`config.mk`:
```
export PLATFORM = sky130hd
export DESIGN_NAME = seq_game_ctrl_flat
export DESIGN_NICKNAME = d
export VERILOG_FILES = /design/src/rtl/seq_game_pkg.sv /design/src/rtl/seq_game_if.sv /design/src/rtl/seq_game_timer.sv /design/src/rtl/seq_game_ctrl.sv /design/src/flat_wrapper.sv
export SDC_FILE = /design/constraint.sdc
export NUM_CORES = 1
export LEC_CHECK = 0
export CAP_MARGIN = 20
export CORE_AREA = 2 2 83 85
export CTS_BUF_LIST = sky130_fd_sc_hd__clkbuf_8 sky130_fd_sc_hd__clkbuf_16
export DETAILED_ROUTE_END_ITERATION = 8
export DIE_AREA = 0 0 85 87
export PLACE_DENSITY = 0.79
export REMOVE_ABC_BUFFERS = 1
export SYNTH_ARGS = -nofsm -noshare
export SYNTH_HDL_FRONTEND = slang
export SYNTH_SLANG_ARGS = --single-unit
```
`constraint.sdc`:
```
create_clock -name clk -period 4 [get_ports clk]
set_input_delay 0.6 -clock clk [delete_from_list [all_inputs] [get_ports clk]]
set_output_delay 0.6 -clock clk [all_outputs]
set_load 0.005 [all_outputs]
```
`src/rtl/seq_game_pkg.sv`:
```
// Shared types and defaults for the sequence-memory game controller.
// Latency: n/a (types and constants only).
// Backpressure: n/a.
package seq_game_pkg;

    typedef enum logic [2:0] {
        S_IDLE,
        S_GEN,
        S_GEN_WAIT,
        S_SHOW_ON,
        S_SHOW_OFF,
        S_INPUT,
        S_WIN,
        S_LOSE
    } state_t;

    typedef logic [1:0] sym_t;

    localparam int DEF_MAX_LEN    = 16;
    localparam int DEF_ON_CYCLES  = 4;
    localparam int DEF_OFF_CYCLES = 2;

    // One-hot LED pattern for a symbol.
    function automatic logic [3:0] sym2led(input sym_t s);
        return 4'b0001 << s;
    endfunction

endpackage

```
`src/rtl/seq_game_if.sv`:
```
// Player/LFSR-facing signal bundle of the game controller.
// Latency: n/a (wiring only).
// Backpressure: none; all inputs are single-cycle pulses or levels.
interface seq_game_if;
    import seq_game_pkg::*;

    logic       start;
    logic       btn_valid;
    sym_t       btn_code;
    logic [9:0] lfsr_val;
    logic       lfsr_step;
    logic [3:0] led;
    logic [4:0] level;
    logic       busy;
    logic       win;
    logic       lose;

    modport master (
        output start, btn_valid, btn_code, lfsr_val,
        input  lfsr_step, led, level, busy, win, lose
    );

    modport slave (
        input  start, btn_valid, btn_code, lfsr_val,
        output lfsr_step, led, level, busy, win, lose
    );

endinterface

```
`src/rtl/seq_game_timer.sv`:
```
// Loadable down-counter timing the LED on/off phases.
// Latency: done_o is high in the cycle the count reads 1, i.e. load_val cycles after the load edge.
// Backpressure: none; a load always overrides the running count.
module seq_game_timer #(
    parameter int W = 3
) (
    input  logic         clk,
    input  logic         reset,
    input  logic         load_i,
    input  logic [W-1:0] load_val_i,
    output logic         done_o
);

    logic [W-1:0] cnt_q;

    // Count down to zero and park there; a load restarts the phase.
    always_ff @(posedge clk or negedge reset) begin
        if (!reset) begin
            cnt_q <= '0;
        end else if (load_i) begin
            cnt_q <= load_val_i;
        end else if (cnt_q != '0) begin
            cnt_q <= cnt_q - W'(1);
        end
    end

    assign done_o = (cnt_q == W'(1));

endmodule

```
`src/rtl/seq_game_ctrl.sv`:
```
// Sequence-memory game: grows a random symbol sequence, plays it on LEDs, checks player presses.
// Latency: all outputs registered; start reaches GEN one cycle later, a wrong press shows lose one cycle later.
// Backpressure: none; presses outside INPUT and starts during a running game are dropped.
module seq_game_ctrl
    import seq_game_pkg::*;
#(
    parameter int MAX_LEN    = DEF_MAX_LEN,
    parameter int ON_CYCLES  = DEF_ON_CYCLES,
    parameter int OFF_CYCLES = DEF_OFF_CYCLES
) (
    input  logic        clk,
    input  logic        reset,
    seq_game_if.slave   bus
);

    localparam int IW   = $clog2(MAX_LEN);
    localparam int TMAX = (ON_CYCLES > OFF_CYCLES) ? ON_CYCLES : OFF_CYCLES;
    localparam int TW   = $clog2(TMAX + 1);

    state_t        st_q;
    sym_t          seq_q [MAX_LEN];
    logic [4:0]    lvl_q;
    logic [IW-1:0] idx_q;
    logic [3:0]    led_q;
    logic          busy_q, win_q, lose_q, step_q;

    logic [4:0]    lvl_m1, idx_ext;
    logic [IW-1:0] idx_inc, wr_idx;
    logic          more, last;
    sym_t          new_sym, first_sym;
    logic          tmr_load, tmr_done;
    logic [TW-1:0] tmr_val;

    // Symbols come from the two LSBs; the rest of the LFSR word is not needed.
    logic unused_lfsr_hi;
    assign unused_lfsr_hi = ^bus.lfsr_val[9:2];

    assign lvl_m1    = lvl_q - 5'd1;
    assign idx_ext   = 5'(idx_q);
    assign idx_inc   = idx_q + IW'(1);
    assign wr_idx    = lvl_m1[IW-1:0];
    assign more      = (idx_ext < lvl_m1);
    assign last      = (idx_ext == lvl_m1);
    assign new_sym   = bus.lfsr_val[1:0];
    // On the first round seq[0] is being written this very cycle.
    assign first_sym = (lvl_q == 5'd1) ? new_sym : seq_q[0];

    // Arm the phase timer on every entry into SHOW_ON or SHOW_OFF.
    always_comb begin
        tmr_load = 1'b0;
        tmr_val  = '0;
        case (st_q)
            S_GEN_WAIT: begin
                tmr_load = 1'b1;
                tmr_val  = TW'(ON_CYCLES);
            end
            S_SHOW_ON: begin
                tmr_load = tmr_done;
                tmr_val  = TW'(OFF_CYCLES);
            end
            S_SHOW_OFF: begin
                tmr_load = tmr_done && more;
                tmr_val  = TW'(ON_CYCLES);
            end
            default: ;
        endcase
    end

    seq_game_timer #(.W(TW)) u_timer (
        .clk        (clk),
        .reset      (reset),
        .load_i     (tmr_load),
        .load_val_i (tmr_val),
        .done_o     (tmr_done)
    );

    // Game FSM; outputs are set on the edge that enters the state they belong to.
    always_ff @(posedge clk or negedge reset) begin
        if (!reset) begin
            st_q   <= S_IDLE;
            lvl_q  <= '0;
            idx_q  <= '0;
            led_q  <= '0;
            busy_q <= 1'b0;
            win_q  <= 1'b0;
            lose_q <= 1'b0;
            step_q <= 1'b0;
            for (int i = 0; i < MAX_LEN; i++) seq_q[i] <= '0;
        end else begin
            case (st_q)
                S_IDLE, S_WIN, S_LOSE: begin
                    if (bus.start) begin
                        lvl_q  <= 5'd1;
                        idx_q  <= '0;
                        led_q  <= '0;
                        win_q  <= 1'b0;
                        lose_q <= 1'b0;
                        busy_q <= 1'b1;
                        step_q <= 1'b1;
                        st_q   <= S_GEN;
                    end
                end
                S_GEN: begin
                    step_q <= 1'b0;
                    st_q   <= S_GEN_WAIT;
                end
                S_GEN_WAIT: begin
                    seq_q[wr_idx] <= new_sym;
                    idx_q         <= '0;
                    led_q         <= sym2led(first_sym);
                    st_q          <= S_SHOW_ON;
                end
                S_SHOW_ON: begin
                    if (tmr_done) begin
                        led_q <= '0;
                        st_q  <= S_SHOW_OFF;
                    end
                end
                S_SHOW_OFF: begin
                    if (tmr_done) begin
                        if (more) begin
                            idx_q <= idx_inc;
                            led_q <= sym2led(seq_q[idx_inc]);
                            st_q  <= S_SHOW_ON;
                        end else begin
                            idx_q  <= '0;
                            busy_q <= 1'b0;
                            st_q   <= S_INPUT;
                        end
                    end
                end
                S_INPUT: begin
                    if (bus.btn_valid) begin
                        if (bus.btn_code != seq_q[idx_q]) begin
                            lose_q <= 1'b1;
                            st_q   <= S_LOSE;
                        end else if (!last) begin
                            idx_q <= idx_inc;
                        end else if (lvl_q == 5'(MAX_LEN)) begin
                            win_q <= 1'b1;
                            led_q <= 4'b1111;
                            st_q  <= S_WIN;
                        end else begin
                            lvl_q  <= lvl_q + 5'd1;
                            idx_q  <= '0;
                            busy_q <= 1'b1;
                            step_q <= 1'b1;
                            st_q   <= S_GEN;
                        end
                    end
                end
                default: st_q <= S_IDLE;
            endcase
        end
    end

    assign bus.led       = led_q;
    assign bus.level     = lvl_q;
    assign bus.busy      = busy_q;
    assign bus.win       = win_q;
    assign bus.lose      = lose_q;
    assign bus.lfsr_step = step_q;

endmodule
```
`src/flat_wrapper.sv`:
```
// flat-port wrapper written by rule: the top's interface ports become plain ports
module seq_game_ctrl_flat import seq_game_pkg::*;
#(
    parameter int MAX_LEN    = DEF_MAX_LEN,
    parameter int ON_CYCLES  = DEF_ON_CYCLES,
    parameter int OFF_CYCLES = DEF_OFF_CYCLES
)
  (clk, reset, bus_start, bus_btn_valid, bus_btn_code, bus_lfsr_val, bus_lfsr_step, bus_led, bus_level, bus_busy, bus_win, bus_lose);
  seq_game_if bus_i ();
  input  logic clk;
  input  logic reset;
  input wire logic [$bits(bus_i.start)-1:0] bus_start;
  input wire logic [$bits(bus_i.btn_valid)-1:0] bus_btn_valid;
  input wire logic [$bits(bus_i.btn_code)-1:0] bus_btn_code;
  input wire logic [$bits(bus_i.lfsr_val)-1:0] bus_lfsr_val;
  output wire logic [$bits(bus_i.lfsr_step)-1:0] bus_lfsr_step;
  output wire logic [$bits(bus_i.led)-1:0] bus_led;
  output wire logic [$bits(bus_i.level)-1:0] bus_level;
  output wire logic [$bits(bus_i.busy)-1:0] bus_busy;
  output wire logic [$bits(bus_i.win)-1:0] bus_win;
  output wire logic [$bits(bus_i.lose)-1:0] bus_lose;
  assign bus_i.start = bus_start;
  assign bus_i.btn_valid = bus_btn_valid;
  assign bus_i.btn_code = bus_btn_code;
  assign bus_i.lfsr_val = bus_lfsr_val;
  assign bus_lfsr_step = bus_i.lfsr_step;
  assign bus_led = bus_i.led;
  assign bus_level = bus_i.level;
  assign bus_busy = bus_i.busy;
  assign bus_win = bus_i.win;
  assign bus_lose = bus_i.lose;
  seq_game_ctrl #(.MAX_LEN(MAX_LEN), .ON_CYCLES(ON_CYCLES), .OFF_CYCLES(OFF_CYCLES)) u_core (.clk(clk), .reset(reset), .bus(bus_i));
endmodule
```
==> results.tsv <==
metric	value	unit
htreeDepth	2	
setup_ws	0.548	ns
ioPinCount	29	
hold_viol	0	
viasPerCell	6.35	
grt_pass1_wl	14400	um
wire_per_inst	18.8	um
postCtsSetupBuffers	0	
rrSetupSlack	0.55	ns
dp_hpwl	6270	um
grt_pass1_vias	2870	
fin_crit_sh	0.863	
die_height	87	um
n_fill_cell	529	
cts_tree	done	
port_buffers	20	
yosysWarnings	0	
end_kind	flop	
drtPass1Iterations	4	
synthesis.area	0.00374	mm2
yosysSeqAreaShare	0.368	
required	4.20	ns
cts_hold_buf	0	
clock-sinks	55	
crit_path_start_kind	flop	
fin_util	0.616	
worstSkewPairLatency	0.31	ns
cts_inserted_buffers	5	
dr.first_iter.drc_count	157	
fin_hold_ws	0.398	ns
drc	0	
ant_nets	0	
clk_path_buf_depth	2	
area_growth	8.09	%
num_vias	2856	
antenna_found_initial	0	
grtUsageTotal	0.245	
routabilityCongestion	0.909	
grt.overflow.total	0	
arrival	3.65	ns
max_freq	290	MHz
die_w	85	um
nets	398	
setup_tns	0	ns
die_area	0.00740	mm2
syn_inst	355	
seq_area	0.00138	mm2
cts_resized	0	
ir_drop	394	uV
dp_slack	0.639	ns
slew_headroom	0.504	
synth_edf_count	0	
p_leak	0.00164	uW
design.core.area	0.00657	mm2
clk_pin_slew_worst_paths	0.11	ns
ys.flop_type	dfrtp_1	
rows	30	
antennaDiodeCount	0	
start_util	0.570	
finClkSkew	0.00865	ns
syn_area_per_cell	10.5	um2
period_minus_slack	3.45	ns
rsz0062_at_grt	no	
synthArstFlopShare	1.00	
setup_viol	0	
drive_above_1_share	0.173	
routed_wl	8470	um
grt_start_max_net_pins	56	
multi_input_area	0.00223	mm2
cap_violations	0	
cts-root-buf	clkbuf_8	
ys_types	63	
status	finished, final reports clean	
power.density	781	mW/mm2
ys_ff_latch	55	
hold_path.class	input port to async pin	
drv_slew	0	
criticalPathCategory	flop to flop	
critPathMaxFanout	9	
tightest_slew	0.744	ns
path summary, 6_finish.rpt:
| kind | startpoint | to | cells after the start |
|---|---|---|---|
| setup / recovery | u_core.bus.level[0] | u_core.bus.level[0] | 10 |
| hold / removal | reset | u_core.bus.level[4] | 2 |
| setup reg to reg | u_core.bus.level[0] | u_core.bus.level[0] | 10 |
| hold reg to reg | u_core.bus.win | u_core.bus.win | 1 |
| max in group asynchronous | reset | u_core.seq_q[7] | 2 |
| min in group clk | u_core.bus.win | u_core.bus.win | 1 |
cells in the mapped netlist, drive strengths merged, types with 2 or more instances:
library cell	instances	area, um2
dfrtp	55	1380
mux2	35	402
nand2	34	128
mux2i	25	250
nor2	25	101
o21ai	16	83.8
ha	13	163
inv	13	48.8
a21oi	11	55.1
mux4	11	259
nand3	10	50.1
and3	8	50.1
buf	8	66.3
clkbuf	7	26.3
nor2b	7	43.8
xor2	6	52.6
a31oi	5	31.3
a2bb2oi	4	35.0
nand2b	4	25.0
o211ai	4	30.0
o22a	4	35.0
xnor2	4	35.0
and2	3	21.3
nor3	3	31.3
nor4	3	18.8
o21a	3	22.5
o31ai	3	22.5
a211oi	2	15.0
a22oi	2	15.0
a31o	2	17.5
nand4	2	12.5
nor4b	2	23.8
o22ai	2	12.5
or2	2	12.5
cell usage in the layout, fill, tap and decap left out, types with 3 or more instances in the layout:
master	count
a21oi_1	11
a2bb2oi_1	4
a31oi_1	5
and3_1	8
clkbuf_8	5
clkdlybuf4s50_1	19
dfrtp_1	55
ha_1	13
inv_1	14
mux2_2	33
mux2i_1	25
mux4_1	3
mux4_2	8
nand2_1	34
nand2b_1	4
nand3_1	10
nor2_1	24
nor2b_1	7
nor4_1	3
o211ai_1	4
o21a_1	3
o21ai_0	13
o22a_1	4
o31ai_1	3
xnor2_1	4
xor2_1	6
layer usage:
layer  wire length, um  GRT usage  up-vias
li1                  -          -     1345
met1              3790      0.330     1426
met2              4180      0.409       71
met3               349     0.0379       14
met4               146     0.0808        0
met5                 0          0        -
registers in the layout, summed over array words and instances (netlist names):
| register | cells |
|---|---|
| u_core.u_timer.cnt_q | 3 |
| u_core.bus.led | 4 |
| u_core.st_q | 3 |
| u_core.bus.lose | 1 |
| u_core.idx_q | 4 |
| u_core.bus.win | 1 |
| u_core.seq_q | 32 |
| u_core.bus.busy | 1 |
| u_core.bus.level | 5 |
| u_core.bus.lfsr_step | 1 |
report_power, final:
part           switching [uW]  total [uW]  internal, uW
clock                     190         311           121
sequential                272        1060           792
combinational             920        1790           866
cell families after synthesis:
group / count (synthesis) / synth area share
AO/OA/AOI/OAI: 71 / 0.134
XOR/XNOR: 11 / 0.0294
adder cells (fa/ha/maj): 13 / 0.0434
buffers and inverters: 28 / 0.0378
flip-flops: 55 / 0.368
multiplexers: 71 / 0.243
AND/OR/NAND/NOR: 106 / 0.145
per-stage QoR:
| step | instance area [um2] | std cells | total power [uW] |
|---|---|---|---|
| after CTS | 4050 | 450 | 3140 |
| final | 4050 | 450 | 3160 |
| after detailed placement | 3960 | 442 | 2830 |
| after global placement | 3960 | 442 | 2760 |
| after floorplan | 3650 | 340 | 2310 |
| after global routing | 4050 | 450 | 3410 |
area by class of cell:
class | count | area share
Clock buffer | 5 | 0.0170
Clock inverter | 3 | 0.00402
Inverter | 13 | 0.0121
Multi-Input combinational cell | 272 | 0.550
Sequential cell | 55 | 0.340
Tap cell | 80 | 0.0247
Timing Repair Buffer | 22 | 0.0519
critical path: stages (launching register included):
cell and delay (ns):
dfrtp_1 0.55, inv_1 0.20, ha_1 0.26, xnor2_1 0.42, ha_1 0.22, o21ai_0 0.15, a2111oi_2 0.61, nor3_4 0.15
or2_2 0.35, o41ai_1 0.36, a21oi_1 0.07
Note: power is estimated with default switching activity, not from simulation.
